[config.mk]
export PLATFORM = sky130hd
export DESIGN_NAME = fp_mult
export DESIGN_NICKNAME = d
export VERILOG_FILES = /design/src/rtl/fp_mult.sv
export SDC_FILE = /design/constraint.sdc
export NUM_CORES = 2
export LEC_CHECK = 0
export CAP_MARGIN = 0
export CORE_UTILIZATION = 46
export CTS_BUF_LIST = sky130_fd_sc_hd__clkbuf_8
export DETAILED_ROUTE_END_ITERATION = 16
export PLACE_DENSITY = 0.7
export SLEW_MARGIN = 20
export SYNTH_ARGS = -nofsm -noshare
export SYNTH_HDL_FRONTEND = slang
export SYNTH_SLANG_ARGS = --single-unit
[constraint.sdc]
create_clock -name clock -period 11.22 [get_ports clock]
set_clock_uncertainty 0.15 [all_clocks]
set_input_delay 2.244 -clock clock [delete_from_list [all_inputs] [get_ports clock]]
set_output_delay 2.244 -clock clock [all_outputs]
set_load 0.02 [all_outputs]
[src/rtl/fp_mult.sv]
// Pipelined IEEE-754 binary32 multiplier with flush-to-zero and round-to-nearest-even.
// Stage 1 captures operands, stage 2 decodes and multiplies, and stage 3 rounds and packs into a delay tail.
module fp_mult #(
  parameter int LATENCY = 5
) (
  input  logic        clock,
  input  logic        reset,
  input  logic        clk_en,
  input  logic [31:0] dataa,
  input  logic [31:0] datab,
  output logic [31:0] result
);

  localparam logic [1:0] CLS_NORMAL = 2'd0;
  localparam logic [1:0] CLS_NAN    = 2'd1;
  localparam logic [1:0] CLS_INF    = 2'd2;
  localparam logic [1:0] CLS_ZERO   = 2'd3;
  localparam int TAIL = LATENCY - 2;

  logic [31:0]       a_r, b_r;
  logic              sign2_r;
  logic [1:0]        cls2_r;
  logic signed [9:0] exp2_r;
  logic [47:0]       prod2_r;
  logic [31:0]       tail_r [TAIL];

  logic              a_zero_s, b_zero_s, a_inf_s, b_inf_s, a_nan_s, b_nan_s;
  logic [1:0]        cls_s;
  logic [47:0]       prod_s;
  logic signed [9:0] exp_sum_s;

  assign a_zero_s  = (a_r[30:23] == 8'd0);
  assign b_zero_s  = (b_r[30:23] == 8'd0);
  assign a_inf_s   = (a_r[30:23] == 8'hFF) && (a_r[22:0] == 23'd0);
  assign b_inf_s   = (b_r[30:23] == 8'hFF) && (b_r[22:0] == 23'd0);
  assign a_nan_s   = (a_r[30:23] == 8'hFF) && (a_r[22:0] != 23'd0);
  assign b_nan_s   = (b_r[30:23] == 8'hFF) && (b_r[22:0] != 23'd0);
  assign prod_s    = {24'd0, 1'b1, a_r[22:0]} * {24'd0, 1'b1, b_r[22:0]};
  assign exp_sum_s = $signed({2'b00, a_r[30:23]}) + $signed({2'b00, b_r[30:23]}) - 10'sd127;

  // Operand classification in special-case priority order
  always_comb begin
    cls_s = CLS_NORMAL;
    if (a_nan_s || b_nan_s) begin
      cls_s = CLS_NAN;
    end else if ((a_inf_s && b_zero_s) || (b_inf_s && a_zero_s)) begin
      cls_s = CLS_NAN;
    end else if (a_inf_s || b_inf_s) begin
      cls_s = CLS_INF;
    end else if (a_zero_s || b_zero_s) begin
      cls_s = CLS_ZERO;
    end else begin
      cls_s = CLS_NORMAL;
    end
  end

  logic signed [9:0] exp_norm_s, exp_fin_s;
  logic [22:0]       mant_s;
  logic              guard_s, round_s, sticky_s, round_up_s;
  logic [23:0]       mant_rnd_s;
  logic [31:0]       packed_s;

  // Normalize the [1,4) product and pick guard/round/sticky
  always_comb begin
    mant_s   = 23'd0;
    guard_s  = 1'b0;
    round_s  = 1'b0;
    sticky_s = 1'b0;
    exp_norm_s = exp2_r;
    if (prod2_r[47]) begin
      mant_s     = prod2_r[46:24];
      guard_s    = prod2_r[23];
      round_s    = prod2_r[22];
      sticky_s   = |prod2_r[21:0];
      exp_norm_s = exp2_r + 10'sd1;
    end else begin
      mant_s     = prod2_r[45:23];
      guard_s    = prod2_r[22];
      round_s    = prod2_r[21];
      sticky_s   = |prod2_r[20:0];
      exp_norm_s = exp2_r;
    end
  end

  assign round_up_s = guard_s & (round_s | sticky_s | mant_s[0]);
  assign mant_rnd_s = {1'b0, mant_s} + {23'd0, round_up_s};
  // A carry out of the mantissa leaves the fraction all zeros; only the exponent moves
  assign exp_fin_s  = mant_rnd_s[23] ? (exp_norm_s + 10'sd1) : exp_norm_s;

  // Final packing of specials and range limits
  always_comb begin
    packed_s = 32'h0000_0000;
    case (cls2_r)
      CLS_NAN:  packed_s = 32'h7FC0_0000;
      CLS_INF:  packed_s = {sign2_r, 8'hFF, 23'd0};
      CLS_ZERO: packed_s = {sign2_r, 31'd0};
      CLS_NORMAL: begin
        if (exp_fin_s >= 10'sd255) begin
          packed_s = {sign2_r, 8'hFF, 23'd0};
        end else if (exp_fin_s <= 10'sd0) begin
          packed_s = {sign2_r, 31'd0};
        end else begin
          packed_s = {sign2_r, exp_fin_s[7:0], mant_rnd_s[22:0]};
        end
      end
      default:  packed_s = 32'h0000_0000;
    endcase
  end

  // Pipeline registers: reset clears everything, clk_en low holds every stage
  always_ff @(posedge clock) begin
    if (reset) begin
      a_r     <= 32'd0;
      b_r     <= 32'd0;
      sign2_r <= 1'b0;
      cls2_r  <= CLS_ZERO;
      exp2_r  <= 10'sd0;
      prod2_r <= 48'd0;
      for (int i = 0; i < TAIL; i++) tail_r[i] <= 32'd0;
    end else if (clk_en) begin
      a_r     <= dataa;
      b_r     <= datab;
      sign2_r <= a_r[31] ^ b_r[31];
      cls2_r  <= cls_s;
      exp2_r  <= exp_sum_s;
      prod2_r <= prod_s;
      tail_r[0] <= packed_s;
      for (int i = 1; i < TAIL; i++) tail_r[i] <= tail_r[i-1];
    end
  end

  assign result = tail_r[TAIL-1];

endmodule

### After elaboration in Yosys (flattened, before gate mapping)

Memory sizes are Yosys's and may differ from the RTL's.
Index checks and enable logic that the tools add are counted.

| word-level totals | value |
|---|---|
| ROM bits | 0 |
| memories | 1 |
| latch bits | 0 |
| output and inout port bits | 32 |
| input bits | 67 |
| RAM bits | 96 |
| bits in registers | 125 |

| operators by class | value |
|---|---|
| shift operators | 0 |
| $lt $le $gt $ge | 2 |
| reduce and logical (&&, ||, !) cells | 19 |
| add/sub/neg operators | 5 |
| divide/modulo/power cells | 0 |
| mux-type cells | 21 |
| equal/unequal tests | 5 |
| bitwise gates (word level) | 7 |
| multipliers | 1 |

Memory list:

| name | words | width | rd ports | clocked after Yosys merged registers in | wr ports | line | source |
|---|---|---|---|---|---|---|---|
| tail_r | 3 | 32 | 3 | 0 | 3 | 25 | `logic [31:0] tail_r [TAIL];` |

Operators with widths:

| cell | count |
|---|---|
| 32-bit one-hot mux with 4 select lines | 1 |
| 32-bit two-way mux | 3 |
| 31-bit two-way mux | 2 |
| 24-bit by 24-bit multiplier with 48-bit output | 1 |
| 23-bit logical NOT | 2 |
| 23-bit nonzero test | 2 |
| 23-bit by 1-bit adder with 24-bit output | 1 |
| 23-bit two-way mux | 1 |
| 22-bit OR reduction | 1 |
| 21-bit OR reduction | 1 |
| 10-bit by 2-bit adder with 10-bit output (second input constant) | 2 |
| 10-bit two-way mux | 2 |
| 8-bit == test (second input constant) | 2 |
| 8-bit logical NOT | 2 |
| 10-bit by 9-bit >= comparator with 1-bit output (second input constant) | 1 |
| 10-bit by 1-bit less-or-equal comparator with 1-bit output (second input constant) | 1 |
| 9-bit by 7-bit subtractor with 10-bit output (second input constant) | 1 |
| 8-bit by 8-bit adder with 9-bit output | 1 |
| 1-bit two-way mux | 8 |
| 2-bit two-way mux | 4 |
| 1-bit logical AND | 6 |
| 1-bit bitwise OR | 5 |
| 2-bit == test (second input constant) | 2 |
| 1-bit logical OR | 4 |
| other kinds (4) | 4 |

### Depth between registers and ports, before layout

| logic depth | value |
|---|---|
| depth in word-level cells | 12 |
| gate-level depth with buffers | 28 |
| gate-level depth less buffers | 25 |

### Worst setup path after synthesis

OpenSTA, ideal clock, no wires.

| path | value |
|---|---|
| path type | reg-to-reg |
| start | register b_r[3] |
| end | register prod2_r[45] |
| cell stages (with the launch flop) | 29 |
| slack | 3.988 ns |
| period minus slack after synthesis | 7.232 ns |
| data required time | 10.943 ns |
| data arrival time | 6.955 ns |
| buffers on the path | 3 |
| cell sequence | dfxtp_1 -> clkbuf_1 -> clkbuf_1 -> nand2_1 -> fa_1 -> inv_1 -> fa_1 -> inv_1 -> fa_1 -> inv_1 -> fa_1 -> inv_1 -> fa_1 -> inv_1 -> fa_1 -> inv_1 -> fa_1 -> inv_1 -> ha_1 -> clkbuf_1 -> a21oi_1 -> o22ai_1 -> a2111oi_0 -> nand3_1 -> a21oi_1 -> nand2b_1 -> a311oi_1 -> nor4_1 -> or3_1 |

| between the ends | value |
|---|---|
| word-level cells in the longest chain between the ends | 1 |

Ends and longest elaborated chain:

| what | line | source |
|---|---|---|
| from (decl) | 20 | `logic [31:0] a_r, b_r;` |
| from (signal assigned) | 122 | `b_r <= datab;` |
| 24-bit by 24-bit multiplier with 48-bit output | 38 | `assign prod_s = {24'd0, 1'b1, a_r[22:0]} * {24'd0, 1'b1, b_r[22:0]};` |
| to (signal assigned) | 126 | `prod2_r <= prod_s;` |
| to (decl) | 24 | `logic [47:0] prod2_r;` |

Every way passes these cells.
A chain may end at the register's enable or synchronous reset.

### Worst setup path after layout

| path | value |
|---|---|
| start | register b_r[8] |
| end | register prod2_r[45] |

Same word-level chain as after synthesis.

==> impl_metrics.yaml <==
power:
  max-vdd-ir-drop_mv: 0.0613
  combPwrFrac_pct: 44.6
  p_switching_w: 0.00129
  pwr-share-seq_pct: 31.8
  p_per_area_mw_per_mm2: 100
  p_leak_nw: 14.8
  p_int_w: 0.00185
  p_clk_share_pct: 23.6
  swShare_pct: 41.2
die:
  die_area_mm2: 0.0643
  fp.dieH_um: 254
  initial_core_util_pct: 46.9
  rows: 91
  io_pins: 99
  chipWidth_um: 254
  core_mm2: 0.0621
place:
  dpl_cell_area_mm2: 0.0306
  place_congestion: 0.932
  post-place-ws_ps: 3120
  dp_hpwl_um: 56100
  port_buffers: 98
grt:
  grt_pass1_vias: 21770
  antenna_found_initial: 1
  grt_pass1_wl_um: 122000
  grt_max_degree: 97
  overflow: 0
  grtUsageTotal_pct: 24.7
timing:
  max-slew-margin-rel_pct: 37.0
  drv_slew: 0
  fin_ws_ps: 2970
  finalCriticalPeriod_ps: 8250
  rsz0062_at_grt: "false"
  worst_pin_slew_ps: 944
  fin_setup_tns_ps: 0
  fmax_mhz: 121
  fin_crit_sh_pct: 73.5
  setup_viol: 0
  finalHoldViolations: 0
critical_path:
  r2r-end: "prod2_r[45]"
  cpMostUsedCell: "fa_1"
  crit_path_max_fanout: 19
  cp.arrival_ps: 8600
  timing.critical_path.from_type: "flip-flop"
  critical_path.max_stage_delay_ps: 700
  cp.required_ps: 11580
  worstReg2RegStart: "b_r[8]"
  crit_type: "reg -> reg"
  reg2reg_depth: 25
  rrSetupSlack_ps: 2970
  cp_slowest_cell: "dfxtp_1"
  worst_setup_path_end_kind: "flip-flop"
  startpoint: "b_r[8]"
cells_and_area:
  layout-drive-gt1-share_pct: 4.79
  most-common-layout-cells: "inv_1, fa_1, nand2_1, and2_1, ha_1"
  antenna_cells: 0
  postLayoutCellArea_mm2: 0.0314
  area_delta_synth_final_pct: 7.89
  fillers: 5729
  layout.area.seq_mm2: 0.00539
  final_common_cell: "inv_1"
  multiInputGateArea_mm2: 0.0205
  fin_nets: 3883
logic_synthesis:
  ys_ff_latch: 221
  ys_async_sr_fraction_pct: 0
  synth_compound_area_share_pct: 5.82
  synth_edf_count: 96
  synth_xor_area_share_pct: 2.22
  synth_fa_ha_area_share_pct: 41.5
  ys_types: 81
  synthMuxAreaShare_pct: 3.66
  synth_area_mm2: 0.0291
  synth-main-ff-cell: "dfxtp_1"
  yosysWarnings: 0
  avgSynthCellArea_um2: 9.25
  yosys.area_share.simple_pct: 17.4
  syn-num-nets: 3888
  ys_seq_area_share_pct: 18.5
  netlist_instances: 3146
  synth_top_family_by_area: "adder cells"
route:
  vias: 21071
  avgRoutedWirePerCell_um: 18.9
  via_per_inst: 5.26
  ant_nets: 0
  wirelength_um: 75700
  drc: 0
  dr.pass1.iters: 6
  drt-initial-drc-count: 1435
cts:
  cts_max_level: 2
  cts_setup_buffers: 0
  cts_resized: 0
  cts_root_buf: "clkbuf_8"
  cts_buffer_depth: 3
  cts_made_buffers: 40
  insertion_delay_ps: 630
  cts_tree: "yes"
  clk_pin_slew_ps: 70
  cts.sinks: 221
  cts_hold_buffers: 0
hold_path:
  hold_start: "prod2_r[15]"
  min_to: "prod2_r[15]"
  holdCritPathClass: "reg -> reg"
  hold_depth: 2
run_status:
  status: "completed"
run:
  max_cap_viol_count: 0
-- power groups by stage --
stage / registers (W) / clock network (W) / logic (W)
2_1_floorplan: 0.000975 / 0 / 0.000995
6_report: 0.00100 / 0.000742 / 0.00140
5_1_grt: 0.00101 / 0.000797 / 0.00157
3_3_place_gp: 0.00101 / 0 / 0.00136
4_1_cts: 0.000998 / 0.000764 / 0.00138
3_5_place_dp: 0.00101 / 0 / 0.00137
-- cells in the mapped netlist, types with 14 or more instances --
cell type	instances	area, um^2
inv_1	604	2270
a21o_1	19	143
clkbuf_1	146	548
xnor2_1	45	394
nor2_1	188	706
ha_1	192	2400
nand2_1	345	1290
nor4_1	22	138
nand3_1	28	140
a31oi_1	14	87.6
a21oi_1	81	405
and2_1	316	1980
o21ai_0	55	275
edfxtp_1	96	2880
buf_4	32	240
nand4_1	16	100
xor2_1	25	219
fa_1	483	9670
nor3_1	20	100
dfxtp_1	125	2500
mux2i_1	102	1020
-- kinds of logic after synthesis --
kind of cell	count (synthesis)
simple gates	1008
xor+xnor	72
mux	106
flops	221
buf+inv	803
compound gates	261
fa+ha+maj	675
-- worst max-delay path, delay by kind of cell (launching register included) --
kind / cells / cell delay [ps]
adder cells (fa/ha/maj): 8 / 3760
AO/OA/AOI/OAI: 5 / 1540
AND/OR/NAND/NOR: 5 / 1200
buffers and inverters: 7 / 760
flip-flops: 1 / 700
-- state kept, by name, summed over array words and instances, names as in the netlist --
signal and count:
cls2_r 2, b_r 32, sign2_r 1, prod2_r 48, exp2_r 10, tail_r 96, a_r 32
-- worst max path at each step --
| stage | endpoint | slack, ps | cells after the start |
|---|---|---|---|
| after floorplan | prod2_r[45] | 3990 | 28 |
| after global placement | prod2_r[45] | 3340 | 25 |
| after detailed placement | prod2_r[45] | 3120 | 25 |
| after CTS | prod2_r[45] | 3090 | 25 |
| after global routing | prod2_r[45] | 2660 | 25 |
| final | prod2_r[45] | 2970 | 25 |
-- per-layer routing --
| layer | share of wire [%] | vias to the layer above | wire (um) | GRT usage [%] |
|---|---|---|---|---|
| met5 | 0 | - | 0 | 0 |
| met4 | 3.1 | 0 | 2360 | 7.72 |
| met3 | 7.8 | 150 | 5950 | 4.50 |
| met2 | 46 | 793 | 34700 | 40.2 |
| met1 | 43 | 10440 | 32700 | 33.3 |
| li1 | - | 9688 | - | - |
-- layout make-up --
class / count / share of cell area, %
flip-flops and latches: 221 / 17.2
repair buffers: 149 / 4.34
multi-input cells: 2122 / 65.4
clock buffers: 46 / 2.02
well taps: 837 / 3.34
clock inverters: 26 / 0.454
inverters: 607 / 7.26
-- through the flow --
stage | util [%] | power [W] | std cells | hold slack, ps
after detailed placement | 49.3 | 0.00239 | 3936 | 297
after floorplan | - | 0.00197 | 3146 | 276
after global placement | 49.3 | 0.00237 | 3936 | 287
after global routing | 50.6 | 0.00337 | 4008 | 326
after CTS | 50.6 | 0.00314 | 4008 | 311
final | 50.6 | 0.00314 | 4008 | 318
No activity file was read; power rests on OpenSTA's default activity.
